<file path="src/rtl/nes_bus_pkg.sv">
// ============================================================================
// nes_bus_pkg : CPU/PPU bus address constants and OAM DMA state encoding
// Revision    : 1.0
// ============================================================================
`default_nettype none

package nes_bus_pkg;

  localparam logic [15:0] PPU_OAMDATA = 16'h2004;
  localparam logic [15:0] OAM_DMA     = 16'h4014;

  typedef enum logic [2:0] {
    IDLE  = 3'd0,
    HALT  = 3'd1,
    ALIGN = 3'd2,
    READ  = 3'd3,
    WRITE = 3'd4
  } dma_state_t;

endpackage

`default_nettype wire

</file>
<file path="src/rtl/oam_dma.sv">
// ============================================================================
// oam_dma : sprite DMA, halts the CPU and copies one 256-byte page to OAMDATA
// Revision: 1.0
// ============================================================================
`default_nettype none

module oam_dma
  import nes_bus_pkg::*;
#(
  parameter logic [15:0] DMA_REG_ADDR = OAM_DMA,
  parameter logic [15:0] OAMDATA_ADDR = PPU_OAMDATA,
  parameter bit          ALIGN_ENABLE = 1'b1
) (
  input  logic        clk,
  input  logic        rst_n,
  input  logic [15:0] cpu_addr,
  input  logic        cpu_rw,
  input  logic [7:0]  cpu_data_wr,
  input  logic [7:0]  bus_data_rd,
  output logic        halt,
  output logic        dma_active,
  output logic [15:0] dma_addr,
  output logic        dma_rw,
  output logic [7:0]  dma_data_wr
);

  dma_state_t state;
  dma_state_t next_state;

  logic [7:0] page;
  logic [7:0] idx;
  logic [7:0] data_q;
  logic       p;
  logic       trigger;

  // Only an observed-IDLE write can start a transfer, so a write landing on
  // the final WRITE edge is dropped.
  assign trigger = (state == IDLE) && !cpu_rw && (cpu_addr == DMA_REG_ADDR);

  always_ff @(posedge clk or negedge rst_n) begin
    if (!rst_n) begin
      state <= IDLE;
      p     <= 1'b0;
    end else begin
      state <= next_state;
      p     <= ~p;
    end
  end

  always_ff @(posedge clk or negedge rst_n) begin
    if (!rst_n) begin
      page   <= 8'h00;
      idx    <= 8'h00;
      data_q <= 8'h00;
    end else begin
      if (trigger) begin
        page <= cpu_data_wr;
        idx  <= 8'h00;
      end
      if (state == READ) begin
        data_q <= bus_data_rd;
      end
      if (state == WRITE) begin
        idx <= idx + 8'd1;
      end
    end
  end

  always_comb begin
    next_state  = state;
    halt        = 1'b1;
    dma_addr    = 16'h0000;
    dma_rw      = 1'b1;
    dma_data_wr = 8'h00;
    case (state)
      IDLE: begin
        halt = 1'b0;
        if (trigger) begin
          next_state = HALT;
        end
      end
      HALT: begin
        // p is 1 now means the next cycle is a get cycle, so reads line up.
        if (p || !ALIGN_ENABLE) begin
          next_state = READ;
        end else begin
          next_state = ALIGN;
        end
      end
      ALIGN: begin
        next_state = READ;
      end
      READ: begin
        dma_addr   = {page, idx};
        next_state = WRITE;
      end
      WRITE: begin
        dma_addr    = OAMDATA_ADDR;
        dma_rw      = 1'b0;
        dma_data_wr = data_q;
        next_state  = (idx == 8'hFF) ? IDLE : READ;
      end
      default: begin
        halt       = 1'b0;
        next_state = IDLE;
      end
    endcase
  end

  assign dma_active = halt;

endmodule

`default_nettype wire

</file>
<file path="config.mk">
export PLATFORM = sky130hd
export DESIGN_NAME = oam_dma
export DESIGN_NICKNAME = d
export VERILOG_FILES = /design/src/rtl/nes_bus_pkg.sv /design/src/rtl/oam_dma.sv
export SDC_FILE = /design/constraint.sdc
export NUM_CORES = 1
export LEC_CHECK = 0
export CAP_MARGIN = 20
export CELL_PAD_IN_SITES_DETAIL_PLACEMENT = 1
export CELL_PAD_IN_SITES_GLOBAL_PLACEMENT = 1
export CORE_UTILIZATION = 34
export CTS_CLUSTER_SIZE = 8
export DETAILED_ROUTE_END_ITERATION = 10
export PLACE_DENSITY = 0.95
export SETUP_SLACK_MARGIN = 0.2
export SYNTH_ARGS = -nofsm -noshare
export SYNTH_HDL_FRONTEND = slang
export SYNTH_SLANG_ARGS = --single-unit
</file>
<file path="constraint.sdc">
create_clock -name clk -period 4.55 [get_ports clk]
set_clock_uncertainty 0.05 [all_clocks]
set_input_delay 0.455 -clock clk [delete_from_list [all_inputs] [get_ports clk]]
set_output_delay 0.455 -clock clk [all_outputs]
set_load 0.02 [all_outputs]
</file>
==> Word level (Yosys, flattened, before mapping) <==
Index checks and enable logic that the tools add are counted.
{ "word_totals": {"regBits": 28, "word_cells": 30, "input_bits": 35} }
{ "op_classes": {"muxes": 10, "n_addsub": 1, "n_bitwise": 1, "n_eq_ne": 7, "reduce_logical": 6} }
{ "op_table": {"columns": ["op", "n"], "rows": [
  ["case mux 16 bit (2 select lines)", 1],
  ["2-to-1 mux 8 bit", 3],
  ["equality test 16 x 15 -> 1 bit, second input constant", 1],
  ["case mux 3 bit (5 select lines)", 1],
  ["adder 8 x 1 -> 8 bit, second input constant", 1],
  ["equality test 8 bit, second input constant", 1],
  ["equality test 3 x 2 -> 1 bit, second input constant", 2],
  ["OR reduction 4 bit", 1],
  ["equality test 3 x 1 -> 1 bit, second input constant", 1],
  ["equality test 3 bit, second input constant", 1],
  ["logical NOT 3 bit", 1],
  ["2-to-1 mux 1 bit", 3],
  ["2-to-1 mux 3 bit", 1],
  ["logical AND 1 bit", 2],
  ["2-to-1 mux 2 bit", 1],
  ["!= test 2 bit, second input constant", 1],
  ["nonzero test 2 bit", 1],
  ["logical NOT 1 bit", 1],
  ["inverter 1 bit", 1]
]} }

==> Longest topological paths before layout <==
Gate-level depths: netlist of run 1.
{ "depth": {"depth_word": 5, "mapped_depth": 5, "depth_no_buf": 5} }

==> Worst setup path after synthesis of run 1 <==
No wires, ideal clock.
{ "synth_timing": {"path_kind": "register to output", "start": "register state[2]", "end": "output dma_addr[13]", "path_buffers": 1, "path_stages_with_launch": 5, "t_arrival_ps": 1341, "setup_slack_ps": 2704, "cell_sequence": "dfrtp_1 -> nor3b_4 -> inv_2 -> clkbuf_1 -> nand2_1"} }
{ "synth_via": {"elab_chain_len": 2, "word_cells_on_any_way": 3, "cone_classes": "eq/ne: 2; mux: 1"} }
{ "synth_rtl": {"columns": ["element", "line_no", "text"], "rows": [
  ["from (decl)", "oam_dma.sv:27", "dma_state_t state;"],
  ["from (signal assigned)", "oam_dma.sv:45", "state <= next_state;"],
  ["equality test 3 bit / equality test 3 x 2 -> 1 bit (equally long branches)", "oam_dma.sv:75", "case (state)"],
  ["case mux 16 bit (2 select lines) *", "oam_dma.sv:75", null],
  ["to (decl)", "oam_dma.sv:22", "output logic [15:0] dma_addr,"]
]} }
Mark *: on every way between the ends. The rest lies on a longest branch, timed or not.

==> Worst setup path in the final report of run 1 <==
{ "layout_timing": {"start": "register state[0]", "end": "output dma_addr[2]"} }
The elaborated chain is that of the path after synthesis.

==> results of run 1 <==
[worst paths after layout]
check / startpoint / slack, ns / endpoint
max reg2reg: state[2] / 2.41 / page[7]
min reg2reg: p / 0.37 / p
max: state[0] / 1.63 / dma_addr[2]
max in group asynchronous: rst_n / 3.67 / idx[6]
min: p / 0.37 / p
min in group asynchronous: rst_n / 0.51 / data_q[4]
[Yosys cell counts]
cell      count
dfrtp_1      28
and2_1       22
nand2_1      13
mux2_2       11
o21ai_0      10
mux2_4        5
nand3_1       4
nor2_1        4
clkbuf_1      3
nor4b_1       3
xnor2_1       3
and3_1        2
nor2b_1       2
o211ai_1      2
a21oi_1       1
buf_12        1
buf_2         1
buf_4         1
ha_1          1
inv_1         1
inv_2         1
mux2i_1       1
nand4_1       1
nor2_2        1
nor2_4        1
nor3_1        1
nor3b_1       1
nor3b_4       1
nor4_1        1
o211ai_2      1
o221ai_1      1
o22ai_1       1
o311ai_0      1
or3_1         1
or4_4         1
[power breakdown]
| part | switching (mW) | internal, mW |
|---|---|---|
| sequential | 0.0524 | 0.310 |
| combinational | 0.168 | 0.185 |
| clock | 0.0757 | 0.0775 |
[cell type report]
cell class	instances	share of cell area [%]
timing repair buffer	62	28.75
inverter	2	0.3492
clock buffer	4	2.561
tap	50	2.910
multi-input combinational	97	32.83
sequential	28	32.60
[critical path: stages (launching register included)]
cell and delay, ns:
dfrtp_1 0.48, nand2_1 0.11, nor2_2 0.70, nand2_1 0.12
nand2_1 0.10, clkdlybuf4s50_1 0.62
[metrics by stage]
step	hold WS, ns	setup WS [ns]
after floorplan	0.1094	2.704
after global placement	0.3477	1.905
after detailed placement	0.3486	1.838
after CTS	0.3614	1.539
after global routing	0.3661	1.358
final	0.3652	1.633
[state kept, by name, summed over array words and instances, names as in the netlist]
| register | flops |
|---|---|
| page | 8 |
| idx | 8 |
| data_q | 8 |
| state | 3 |
| p | 1 |
[kinds of logic (layout without fill, tap and decap cells)]
| group | count (synthesis) | in the layout |
|---|---|---|
| mux | 17 | 17 |
| flops | 28 | 28 |
| xor+xnor | 3 | 3 |
| buf+inv | 8 | 68 |
| compound gates | 17 | 17 |
| simple gates | 59 | 59 |
| fa+ha+maj | 1 | 1 |
[layer usage]
| metal | wire (µm) | global-route usage, % |
|---|---|---|
| met4 | 25 | 4.787 |
| met5 | 0 | 0 |
| met3 | 168 | 2.534 |
| met2 | 1828 | 32.05 |
| met1 | 1466 | 19.45 |
==> impl_results.md, run 1 <==
- Placed cell count: about 240
- CP Launch Type: flip-flop
- Post-synthesis mux area share: between 10 and 15%
- Routability congestion estimate: 0.7689
- Status: finished, final reports clean
- Largest net degree at the start of global routing: 29
- Initial DRC Count: 54
- Final Net Count: 230
- Reg2Reg Depth: 4
- Worst IR Drop VDD: 122.1 µV
- Die area: ~0.0046 mm²
- Worst path arrival time: between 2 and 2.5 ns
- RSZ-0062 raised after global routing: no
- DRT Pass-1 Iters: 2
- Row cnt: 23
- Area share of the largest cell type after synthesis: about half
- CTS max path bufs: 2
- Sum Neg Setup Slack: 0 ns
- Multi-input logic area: a little over 700 µm²
- Post-synthesis compound-gate area fraction: roughly 7.3%
- CP Max Fanout: 25
- YS warnings: 0
- Setup bufs post-CTS: 0
- Resized Gates After CTS: 0
- Clk_lat worst skew: approximately 0.27 ns
- Antenna-violating nets left: 0
- Final Max Tran Viols: 0
- Mean routed wirelength per cell: approximately 14 µm
- # H-tree levels: 1
- Syn nets: about 170
- Flops & latches, synth: 28
- Via density: between 4 and 5
- Average size of a mapped cell: around 11 µm²
- Setup CP Type: reg2out
- Final Instance Area: ~0.0021 mm²
- Main combinational cell family by area after synthesis: simple AND/OR/NAND/NOR gates
- Worst-Margin Slew: between 0.9 and 1 ns
- Vias in the first global route: roughly 1300
- Synth top area cells: dfrtp_1 48%, and2_1 9.4%, mux2_2 8.5%
- Routed WL: approximately 3500 µm
- Die X: between 60 and 70 µm
- Non-filler cells, final: 243
- Share of layout cells above drive strength 1: about 14%
- Min-delay worst type: reg2reg
- Max Cap Viol: 0
- Seq/Total Area, Yosys: about half
- Largest area contributor in the netlist: dfrtp_1
- Gr usage total: 16.99%
- HPWL Detailed: 2568 µm
- Post-Synth XOR/XNOR Area: roughly 1.8%
- Final hold violations: 0
- Number of remaining DRC errors: 0
- Cell Pwr Density: around 400 mW/mm²
- Slew margin rel.: between 30% and 40%
- Hold_buf cts: 0
- Clock Tree Root: clkbuf_8
- Routed vias: roughly 1200
- CTS Sinks: 28
- Register area: between 700 and 800 µm²
- Die height: 67.48 µm
- Core Region: ~0.004 mm²
- Fmax: between 300 and 400 MHz
- Cell variety after synth: 35
- Final Cycle Share: about 64%
- Most frequent cells in the layout: 61 x clkdlybuf4s50_1, 28 x dfrtp_1, 22 x and2_1, 13 x nand2_1, 11 x mux2_2
- Grt ovf: 0
- DP Area: 0.002095 mm²
- Worst-path clk slew: about 0.09 ns
- Fin util: 52.98%
- CP Data Required Time: between 4 and 5 ns
- Post-Synth Adder-Cell Area: less than 1%
- Synth Area in Simple Gates: 24.12%
- Area grow syn2layout: 47.47%
- Period minus WS final: 2.917 ns
- Lkg Pwr: about 0.88 nW
- Pwr Total: between 0.8 and 0.9 mW
- Setup Viol. Count Final: 0
- Initial antenna violation count: 0
- Port Buffers: around 60
- N_diodes: 0
- Initial core utilization: a little over a third
- CP Capture Type: output port
- Commonest non-fill, non-tap cell in the layout: clkdlybuf4s50_1
- Cts bufs inserted: 3
- Cell count after synthesis: around 130
- CTS tree: built
- I/O pins: 62
- Syn Std Cell Area: between 0.001 and 0.0015 mm²
- Hold path depth: 1
- First-pass GRT wire length: about 5800 µm
- Fillers: 459
No activity file was read; power rests on OpenSTA's default activity.
==> run 2, diff against run 1 <==
Settings changed: CORE_UTILIZATION 34 to 28, PLACE_DENSITY 0.95 to 0.85.
Clock period 4.55 ns to 2.4 ns, I/O delays scaled along.
==> run 2 against run 1 <==
Die area grew 21%. Critical path depth shrank 1. Final cell count grew 9.9%. Via count grew 5.5%. Total power grew 95%. Count of clock-buffer cells in the layout is the same. Setup slack lost 1.4 ns. Clock power grew 96%. Sequential power grew 91%. Sequential share of layout area shrank 1.4 points. Critical path type unchanged.
==> impl_results.md, run 2 (synthesis results as in run 1) <==
- Clock Tree Root: clkbuf_8
- Cts bufs inserted: 3
- CP Data Required Time: 2.11 ns
- Lkg Pwr: 1.180 nW
- CTS Sinks: 28
- Worst-Margin Slew: 0.4269 ns
- # H-tree levels: 1
- Gr usage total: between 10% and 20%
- CP Launch Type: flip-flop
- Most frequent cells in the layout: 38 x clkdlybuf4s50_1, 25 x dfrtp_1, 22 x and2_1, 13 x nand2_1, 12 x dlygate4sd2_1
- Worst IR Drop VDD: between 300 and 400 µV
- Final Max Tran Viols: 0
- Antenna-violating nets left: 0
- Routability congestion estimate: between 0.7 and 0.8
- Max Cap Viol: 0
- Worst path arrival time: 1.87 ns
- Period minus WS final: about 2.2 ns
- Area grow syn2layout: 54.68%
- HPWL Detailed: around 2700 µm
- RSZ-0062 raised after global routing: yes
- I/O pins: 62
- Largest net degree at the start of global routing: 29
- Mean routed wirelength per cell: roughly 14 µm
- Vias in the first global route: ~1300
- N_diodes: 0
- DRT Pass-1 Iters: 3
- CP Capture Type: output port
- Setup Viol. Count Final: 0
- Fillers: around 570
- Cell Pwr Density: approximately 750 mW/mm²
- Die height: 74.15 µm
- Status: finished, final reports clean
- Register area: between 700 and 800 µm²
- Port Buffers: a little over 60
- Min-delay worst type: in2async
- Final Cycle Share: between 80 and 90%
- CTS tree: built
- Routed WL: ~3700 µm
- Number of remaining DRC errors: 0
- Initial DRC Count: 29
- Sum Neg Setup Slack: 0 ns
- Hold_ws: between 0.2 and 0.3 ns
- Commonest non-fill, non-tap cell in the layout: clkdlybuf4s50_1
- Final Net Count: around 240
- First-pass GRT wire length: approximately 6300 µm
- Fmax: between 400 and 500 MHz
- CTS max path bufs: 2
- Setup CP Type: reg2out
- Initial core utilization: roughly 30%
- Initial antenna violation count: 0
- Worst-path clk slew: around 0.1 ns
- Reg2Reg Depth: 4
- Die X: around 74 µm
- Row cnt: 25
- Slew margin rel.: 71.47%
- Grt ovf: 0
- Top Registers: data_q (8), idx (8), page (8)
- Multi-input logic area: 705.7 µm²
- Core Region: between 0.004 and 0.005 mm²
- Share of layout cells above drive strength 1: around 19%
- Final hold violations: 0
- Via density: approximately 4.8
- Routed vias: around 1300
- CP Max Fanout: 16
- Clk_lat worst skew: 0.27 ns
- Die area: approximately 0.0055 mm²
## run 2: changes by cell type in the layout (fill, tap and decap cells not counted)
cell / delta
dlymetal6s2s_1: +11
dfrtp_2: +3
inv_2: -1
dlygate4sd2_1: +12
dfrtp_1: -3
inv_4: +1
buf_4: +6
clkdlybuf4s50_1: -23
buf_12: +1
## run 2: metal layers
metal / vias to the layer above / GRT usage [%] / wire (µm)
met2: 38 / 27.27 / 1930
met1: 641 / 17.84 / 1607
met4: 0 / 2.564 / 0
met3: 0 / 2.846 / 182
li1: 595 / - / -
met5: - / 0 / 0
## run 2: worst max-delay path, stage by stage (launching register included)
cell,delay (ns)
dfrtp_2,0.47
nor3b_4,0.31
inv_4,0.14
nand2_1,0.08
clkdlybuf4s50_1,0.60
## run 2: final timing paths
check,endpoint,start,slack [ns]
min reg2reg,p,p,0.38
max reg2reg,page[7],state[2],0.47
min in group clk,p,p,0.38
max,dma_addr[13],state[0],0.24
min,page[3],rst_n,0.29
max in group asynchronous,state[0],rst_n,1.71
## run 2: final cells by class
type	count	share of cell area, %
multi-input combinational	97	31.30
sequential	28	31.24
timing repair buffer	69	30.85
tap	67	3.718
clock buffer	4	2.442
inverter	2	0.4440
## run 2: report_power, final
group,total [mW],internal (mW),switching [mW]
clock network,0.300,0.147,0.153
registers,0.693,0.592,0.101
logic,0.703,0.371,0.331
total,1.70,1.11,0.585
## run 2: per-stage QoR
stage          setup slack [ns]  std cells  power [mW]  area, µm²  utilization (%)
4_1_cts                  0.1852        267       1.718       2225            45.59
3_3_place_gp             0.2981        262       1.398       2173            44.54
3_5_place_dp             0.2227        262       1.428       2173            44.54
5_1_grt                  0.1558        267       1.814       2255            46.21
2_1_floorplan            0.6690        133       1.099       1458                -
6_report                 0.2416        267       1.695       2255            46.21
## run 2: repair_timing
action,in CTS,in global routing
setup buffers,1,0
endpoints found under the setup margin,25,12
hold buffers,0,0
resized for setup,15,12
hold endpoints to repair,0,0
